**config.mk**
```make
export PLATFORM = sky130hd
export DESIGN_NAME = mem_port_arbiter_flat
export DESIGN_NICKNAME = d
export VERILOG_FILES = /design/src/rtl/mem_port_arbiter_if.sv /design/src/rtl/mem_port_arbiter.sv /design/src/flat_wrapper.sv
export SDC_FILE = /design/constraint.sdc
export NUM_CORES = 1
export LEC_CHECK = 0
export ABC_CLOCK_PERIOD_IN_PS = 1800
export CORE_AREA = 5 5 200 202
export CTS_CLUSTER_DIAMETER = 60
export DETAILED_ROUTE_END_ITERATION = 8
export DIE_AREA = 0 0 205 207
export HOLD_SLACK_MARGIN = 0.02
export SLEW_MARGIN = 10
export SYNTH_ARGS = -nofsm -noshare
export SYNTH_HDL_FRONTEND = slang
export SYNTH_SLANG_ARGS = --single-unit
```
**constraint.sdc**
```tcl
create_clock -name clk -period 1.8 [get_ports clk]
set_input_delay 0.27 -clock clk [delete_from_list [all_inputs] [get_ports clk]]
set_output_delay 0.27 -clock clk [all_outputs]
set_load 0.1 [all_outputs]
```
**src/rtl/mem_port_arbiter_if.sv**
```systemverilog
// CACHE request-type package and the lane/cache bus bundle used by mem_port_arbiter.
// slave is the arbiter's view of the bus; master is the view of the lanes and D-cache around it.
package CACHE;
  typedef enum logic [1:0] {
    IDLE  = 2'd0,
    READ  = 2'd1,
    WRITE = 2'd2
  } req_type;
endpackage

interface mem_port_arbiter_if #(
  parameter int ADDR_W = 64,
  parameter int DATA_W = 64
);
  import CACHE::*;

  req_type             l0_req_type;
  logic [ADDR_W-1:0]   l0_req_addr;
  logic [DATA_W-1:0]   l0_req_data;
  logic                l0_respcyc;
  req_type             l1_req_type;
  logic [ADDR_W-1:0]   l1_req_addr;
  logic [DATA_W-1:0]   l1_req_data;
  logic                l1_respcyc;
  logic [DATA_W-1:0]   lane_resp_data;
  req_type             cache_req_type;
  logic [ADDR_W-1:0]   cache_req_addr;
  logic [DATA_W-1:0]   cache_req_data;
  logic                mem_respcyc;
  logic [DATA_W-1:0]   resp_data;
  logic [1:0]          grant;
  logic                arb_busy;
  logic                timeout_err;

  modport slave (
    input  l0_req_type, l0_req_addr, l0_req_data,
    input  l1_req_type, l1_req_addr, l1_req_data,
    input  mem_respcyc, resp_data,
    output l0_respcyc, l1_respcyc, lane_resp_data,
    output cache_req_type, cache_req_addr, cache_req_data,
    output grant, arb_busy, timeout_err
  );

  modport master (
    output l0_req_type, l0_req_addr, l0_req_data,
    output l1_req_type, l1_req_addr, l1_req_data,
    output mem_respcyc, resp_data,
    input  l0_respcyc, l1_respcyc, lane_resp_data,
    input  cache_req_type, cache_req_addr, cache_req_data,
    input  grant, arb_busy, timeout_err
  );
endinterface

```
**src/rtl/mem_port_arbiter.sv**
```systemverilog
// Round-robin owner of the single D-cache request port shared by the two mem pipeline lanes.
// Define ARB_TIMEOUT_EN to build the ownership watchdog that raises the sticky timeout_err.
module mem_port_arbiter #(
  parameter int ADDR_W         = 64,
  parameter int DATA_W         = 64,
  parameter int TIMEOUT_CYCLES = 1023
) (
  input logic               clk,
  input logic               reset,
  mem_port_arbiter_if.slave bus
);
  import CACHE::*;

  typedef enum logic [1:0] {
    ARB_IDLE = 2'd0,
    ARB_OWN0 = 2'd1,
    ARB_OWN1 = 2'd2
  } arb_state_e;

  arb_state_e state;
  arb_state_e state_next;
  logic       last_grant;
  logic       last_grant_next;
  logic       req0;
  logic       req1;
  logic       owner_req;
  logic       timeout_hit;

  assign req0      = (bus.l0_req_type != IDLE);
  assign req1      = (bus.l1_req_type != IDLE);
  assign owner_req = (state == ARB_OWN0) ? req0 : req1;

  always_ff @(posedge clk or negedge reset) begin
    if (!reset) begin
      state      <= ARB_IDLE;
      last_grant <= 1'b1;
    end else begin
      state      <= state_next;
      last_grant <= last_grant_next;
    end
  end

  // A grant lasts until the cache responds; the response cycle can hand off directly to the waiting lane.
  always_comb begin
    state_next      = state;
    last_grant_next = last_grant;
    unique case (state)
      ARB_IDLE: begin
        if (req0 && req1) begin
          state_next = last_grant ? ARB_OWN0 : ARB_OWN1;
        end else if (req0) begin
          state_next = ARB_OWN0;
        end else if (req1) begin
          state_next = ARB_OWN1;
        end
      end
      ARB_OWN0: begin
        if (bus.mem_respcyc) begin
          last_grant_next = 1'b0;
          state_next      = req1 ? ARB_OWN1 : ARB_IDLE;
        end else if (!req0 || timeout_hit) begin
          state_next = ARB_IDLE;
        end
      end
      ARB_OWN1: begin
        if (bus.mem_respcyc) begin
          last_grant_next = 1'b1;
          state_next      = req0 ? ARB_OWN0 : ARB_IDLE;
        end else if (!req1 || timeout_hit) begin
          state_next = ARB_IDLE;
        end
      end
      default: state_next = ARB_IDLE;
    endcase
  end

  always_comb begin
    bus.cache_req_type = IDLE;
    bus.cache_req_addr = '0;
    bus.cache_req_data = '0;
    bus.l0_respcyc     = 1'b0;
    bus.l1_respcyc     = 1'b0;
    bus.lane_resp_data = bus.resp_data;
    bus.grant          = 2'b00;
    bus.arb_busy       = 1'b0;
    unique case (state)
      ARB_OWN0: begin
        bus.grant          = 2'b01;
        bus.arb_busy       = 1'b1;
        bus.cache_req_type = bus.l0_req_type;
        bus.cache_req_addr = bus.l0_req_addr;
        bus.cache_req_data = bus.l0_req_data;
        bus.l0_respcyc     = bus.mem_respcyc;
      end
      ARB_OWN1: begin
        bus.grant          = 2'b10;
        bus.arb_busy       = 1'b1;
        bus.cache_req_type = bus.l1_req_type;
        bus.cache_req_addr = bus.l1_req_addr;
        bus.cache_req_data = bus.l1_req_data;
        bus.l1_respcyc     = bus.mem_respcyc;
      end
      default: ;
    endcase
  end

`ifdef ARB_TIMEOUT_EN
  logic [15:0] wd_count;
  logic        timeout_q;

  // The watchdog counts owned cycles without a response; a withdrawn owner is not a timeout.
  assign timeout_hit = (state != ARB_IDLE) && !bus.mem_respcyc && owner_req &&
                       (wd_count == 16'(TIMEOUT_CYCLES - 1));

  always_ff @(posedge clk or negedge reset) begin
    if (!reset) begin
      wd_count  <= '0;
      timeout_q <= 1'b0;
    end else begin
      if (state_next != state) begin
        wd_count <= '0;
      end else if ((state != ARB_IDLE) && !bus.mem_respcyc) begin
        wd_count <= wd_count + 16'd1;
      end
      if (timeout_hit) begin
        timeout_q <= 1'b1;
      end
    end
  end

  assign bus.timeout_err = timeout_q;
`else
  assign timeout_hit     = 1'b0;
  assign bus.timeout_err = 1'b0;
`endif

endmodule

```
**src/flat_wrapper.sv**
```systemverilog
// flat-port wrapper written by rule: the top's interface ports become plain ports
module mem_port_arbiter_flat import CACHE::*;
#(
  parameter int ADDR_W         = 64,
  parameter int DATA_W         = 64,
  parameter int TIMEOUT_CYCLES = 1023
)
  (clk, reset, bus_l0_req_type, bus_l0_req_addr, bus_l0_req_data, bus_l1_req_type, bus_l1_req_addr, bus_l1_req_data, bus_mem_respcyc, bus_resp_data, bus_l0_respcyc, bus_l1_respcyc, bus_lane_resp_data, bus_cache_req_type, bus_cache_req_addr, bus_cache_req_data, bus_grant, bus_arb_busy, bus_timeout_err);
  mem_port_arbiter_if #(.ADDR_W(ADDR_W), .DATA_W(DATA_W)) bus_i ();
  input logic clk;
  input logic reset;
  input wire logic [$bits(bus_i.l0_req_type)-1:0] bus_l0_req_type;
  input wire logic [$bits(bus_i.l0_req_addr)-1:0] bus_l0_req_addr;
  input wire logic [$bits(bus_i.l0_req_data)-1:0] bus_l0_req_data;
  input wire logic [$bits(bus_i.l1_req_type)-1:0] bus_l1_req_type;
  input wire logic [$bits(bus_i.l1_req_addr)-1:0] bus_l1_req_addr;
  input wire logic [$bits(bus_i.l1_req_data)-1:0] bus_l1_req_data;
  input wire logic [$bits(bus_i.mem_respcyc)-1:0] bus_mem_respcyc;
  input wire logic [$bits(bus_i.resp_data)-1:0] bus_resp_data;
  output wire logic [$bits(bus_i.l0_respcyc)-1:0] bus_l0_respcyc;
  output wire logic [$bits(bus_i.l1_respcyc)-1:0] bus_l1_respcyc;
  output wire logic [$bits(bus_i.lane_resp_data)-1:0] bus_lane_resp_data;
  output wire logic [$bits(bus_i.cache_req_type)-1:0] bus_cache_req_type;
  output wire logic [$bits(bus_i.cache_req_addr)-1:0] bus_cache_req_addr;
  output wire logic [$bits(bus_i.cache_req_data)-1:0] bus_cache_req_data;
  output wire logic [$bits(bus_i.grant)-1:0] bus_grant;
  output wire logic [$bits(bus_i.arb_busy)-1:0] bus_arb_busy;
  output wire logic [$bits(bus_i.timeout_err)-1:0] bus_timeout_err;
  assign bus_i.l0_req_type = bus_l0_req_type;
  assign bus_i.l0_req_addr = bus_l0_req_addr;
  assign bus_i.l0_req_data = bus_l0_req_data;
  assign bus_i.l1_req_type = bus_l1_req_type;
  assign bus_i.l1_req_addr = bus_l1_req_addr;
  assign bus_i.l1_req_data = bus_l1_req_data;
  assign bus_i.mem_respcyc = bus_mem_respcyc;
  assign bus_i.resp_data = bus_resp_data;
  assign bus_l0_respcyc = bus_i.l0_respcyc;
  assign bus_l1_respcyc = bus_i.l1_respcyc;
  assign bus_lane_resp_data = bus_i.lane_resp_data;
  assign bus_cache_req_type = bus_i.cache_req_type;
  assign bus_cache_req_addr = bus_i.cache_req_addr;
  assign bus_cache_req_data = bus_i.cache_req_data;
  assign bus_grant = bus_i.grant;
  assign bus_arb_busy = bus_i.arb_busy;
  assign bus_timeout_err = bus_i.timeout_err;
  mem_port_arbiter #(.ADDR_W(ADDR_W), .DATA_W(DATA_W), .TIMEOUT_CYCLES(TIMEOUT_CYCLES)) u_core (.clk(clk), .reset(reset), .bus(bus_i));
endmodule
```
==> flow_summary.ini <==
[worst_setup_path]
crit_buf_inv = 3
startpoint_of_the_worst_register_to_register_path = u_core.state[0]
worst_path_max_delay_cell = sky130_fd_sc_hd__dfrtp_1
path_delay_family = buffers and inverters
timing_worst_setup_path_type = flop to primary output
critical_path.startpoint_type = flop
critical_path.max_stage_delay_ns = 0.41
reg2reg_slack_ns = -0.05
crit_fanout = 63
crit_path_cell_trace = inv_2, ha_4, buf_16, nor2b_2, buf_12
worstSetupPathDepth = 5
critPathRequiredTime_ns = 1.53
timing.rr.end = u_core.state[0]
endpoint_kind = primary output
cp_data_arrival_time_ns = 1.80
r2r_cells = 9

[power_and_ir_drop]
power_per_cell_area_nw_per_um2 = 2170
cellLeakagePower_uw = 0.00354
vdd_ir_drop_max_mv = 0.933
fin_total_pwr_uw = 22100

[cts]
cts.htree.levels = 1
numClockSinks = 3
cts_buffers = 3
worstSkewPairLatency_ns = 0.23
max-clock-path-buffers = 2
cts_root_buf = sky130_fd_sc_hd__clkbuf_16
worst_setup_hold_path_clk_slew_ns = 0.03
cts_tree = yes

[die]
floorplan.core_area_sq_um = 38100
io-pin-count = 527
die_area_sq_um = 42400
die_y_um = 207
die_width_um = 205
initial_core_util = 0.0723
floorplan.rows = 72

[detailed_routing]
detailroute.via_count = 4538
routed_wirelength_um = 23100
dr_wl_met2_um = 13300
wl_met1_um = 6460
drc_errors = 0
drt_first_iter_violations = 121
via_per_inst = 3.58
detailedRoute.firstPassIterationCount = 4
per_cell_routed_wire_length_um = 18.2
drt.antenna.violating_nets = 0
maxUsedRoutingLayer = met4
met3WireLength_um = 2840

[timing]
worst_hold_slack_ns = 0.239
final-max-slew-violation-count = 0
finalWorstSetupSlack_ns = -0.265
finalHoldViolCount = 0
final-setup-viol-count = 134
fmax_mhz = 484
layout_worst_path_cycle_share = 1.15
finalWorstPathRequiredPeriod_ns = 2.07
skew_ns = 0.00403
grt_setup_unrepaired = true

[grt]
grt_first_pass_wirelength_um = 31800
antenna_found_initial = 0
grt_use_total = 0.0967
gr-total-overflow = 0
grt_start_max_net_pins = 64
vias_in_the_first_global_route = 5095

[final_layout]
stdcell_count = 1268
seqCellArea_sq_um = 76.3
fin_area_sq_um = 10200
multiInputGateArea_sq_um = 3150
utilization = 0.267
syn2layout_area_growth_pct = 270
nets = 1084
drive_above_1_share = 0.568
n_antenna_cell = 0
layout.filler_cells = 3961

[placed_design]
dpl_cell_area_sq_um = 9030
routabilityCongestion = 0.822
io_buffers = 397
post-place-cells = 1246
detailed_place_hpwl_um = 18100

[synth]
edff_count_synth = 0
netlist_top_cells_area = sky130_fd_sc_hd__a22oi_1 (35%), sky130_fd_sc_hd__nor2b_1 (30%), sky130_fd_sc_hd__buf_4 (18%)
asyncSetResetFlopFracSynth = 1.00
synth_nets = 733
synthCells = 400
count_of_yosys_warnings_during_synthesis = 0
most_common_flop_cell_mapped_by_yosys = sky130_fd_sc_hd__dfrtp_1
post-synth-top-area-cell = sky130_fd_sc_hd__a22oi_1
mappedNetlistArea_sq_um = 2760
synth_cell_type_count = 22
synthesis.area_per_instance_sq_um = 6.89
netlist_top_cells_count = sky130_fd_sc_hd__a22oi_1 (130), sky130_fd_sc_hd__nor2b_1 (130), sky130_fd_sc_hd__buf_4 (66)
synth-seq-area-share = 0.0277
netlist.area_leader.share = 0.354
synth-seq-cells = 3

[min_path]
hp-class = input port to async pin

[flow_run]
max_cap_viols = 0

[status]
violations = setup timing
outcome = finished, violations left
==> layout by cell type (no fill, tap or decap), drive strengths merged <==
cell type,count
conb,1
buf,191
dfstp,1
inv,4
nor2b,130
nand2,2
o21bai,1
clkbuf,6
ha,6
a21o,1
and2,1
clkdlybuf4s50,262
a21oi,3
dfrtp,2
a22oi,130
o22a,1
o21ai,3
a31oi,1
nor2,2
mux2,1
or4,1
==> logic make-up after synthesis <==
family                     after synthesis  synth area share
adders and majority gates                6            0.0272
muxes                                    1           0.00409
AOI/OAI and AO/OA                      140             0.379
buffers and inverters                  113             0.254
and+or+nand+nor                        136             0.307
DFF                                      3            0.0277
other                                    1           0.00136
==> metrics by stage <==
| step | setup slack, ns | TNS (ns) |
|---|---|---|
| 6_report | -0.265 | -28.42 |
| 5_1_grt | -0.371 | -38.73 |
| 4_1_cts | -0.273 | -30.92 |
| 3_5_place_dp | -0.158 | -1.47 |
| 3_3_place_gp | -0.148 | -0.563 |
| 2_1_floorplan | -0.676 | -73.26 |
==> flip-flops by register name, indices dropped and copies added (netlist names) <==
signal             cells
u_core.state           2
u_core.last_grant      1
==> cell type report <==
type                            count  area share
Multi-Input combinational cell    284       0.310
Inverter                            4     0.00147
Clock buffer                        4     0.00774
Sequential cell                     3     0.00750
Timing Repair Buffer              455       0.610
Tap cell                          518      0.0637
==> worst max-delay path by stage <==
stage	from	slack (ns)	end
2_1_floorplan	u_core.state[1]	-0.68	bus_cache_req_addr[14]
3_3_place_gp	u_core.state[0]	-0.15	bus_cache_req_addr[44]
3_5_place_dp	u_core.state[0]	-0.16	bus_cache_req_addr[44]
4_1_cts	u_core.state[0]	-0.27	bus_cache_req_addr[24]
5_1_grt	u_core.state[0]	-0.37	bus_cache_req_addr[46]
6_report	u_core.state[1]	-0.27	bus_cache_req_addr[54]
==> timing repair <==
| item | in CTS | in global routing |
|---|---|---|
| setup endpoints to repair | 132 | 135 |
| endpoints found under the hold margin | 0 | 0 |
| setup buffers | 9 | 3 |
| cloned | 6 | 2 |
| pin swaps | 21 | 15 |
| resized for setup | 100 | 64 |
| hold buffers | 0 | 0 |
==> power by group <==
group          leakage [uW]  total (uW)  switching [uW]  internal, uW
registers         0.0000359         135            26.5           108
clock network     0.0000382         359            66.6           293
logic               0.00347       21600           12400          9220
total               0.00354       22100           12500          9620
==> per-layer routing <==
layer | GRT usage | vias up
li1 | - | 2069
met1 | 0.0813 | 2079
met2 | 0.208 | 364
met3 | 0.0360 | 26
met4 | 0.0173 | 0
met5 | 0.00230 | -
(Power assumes the default switching activity.)
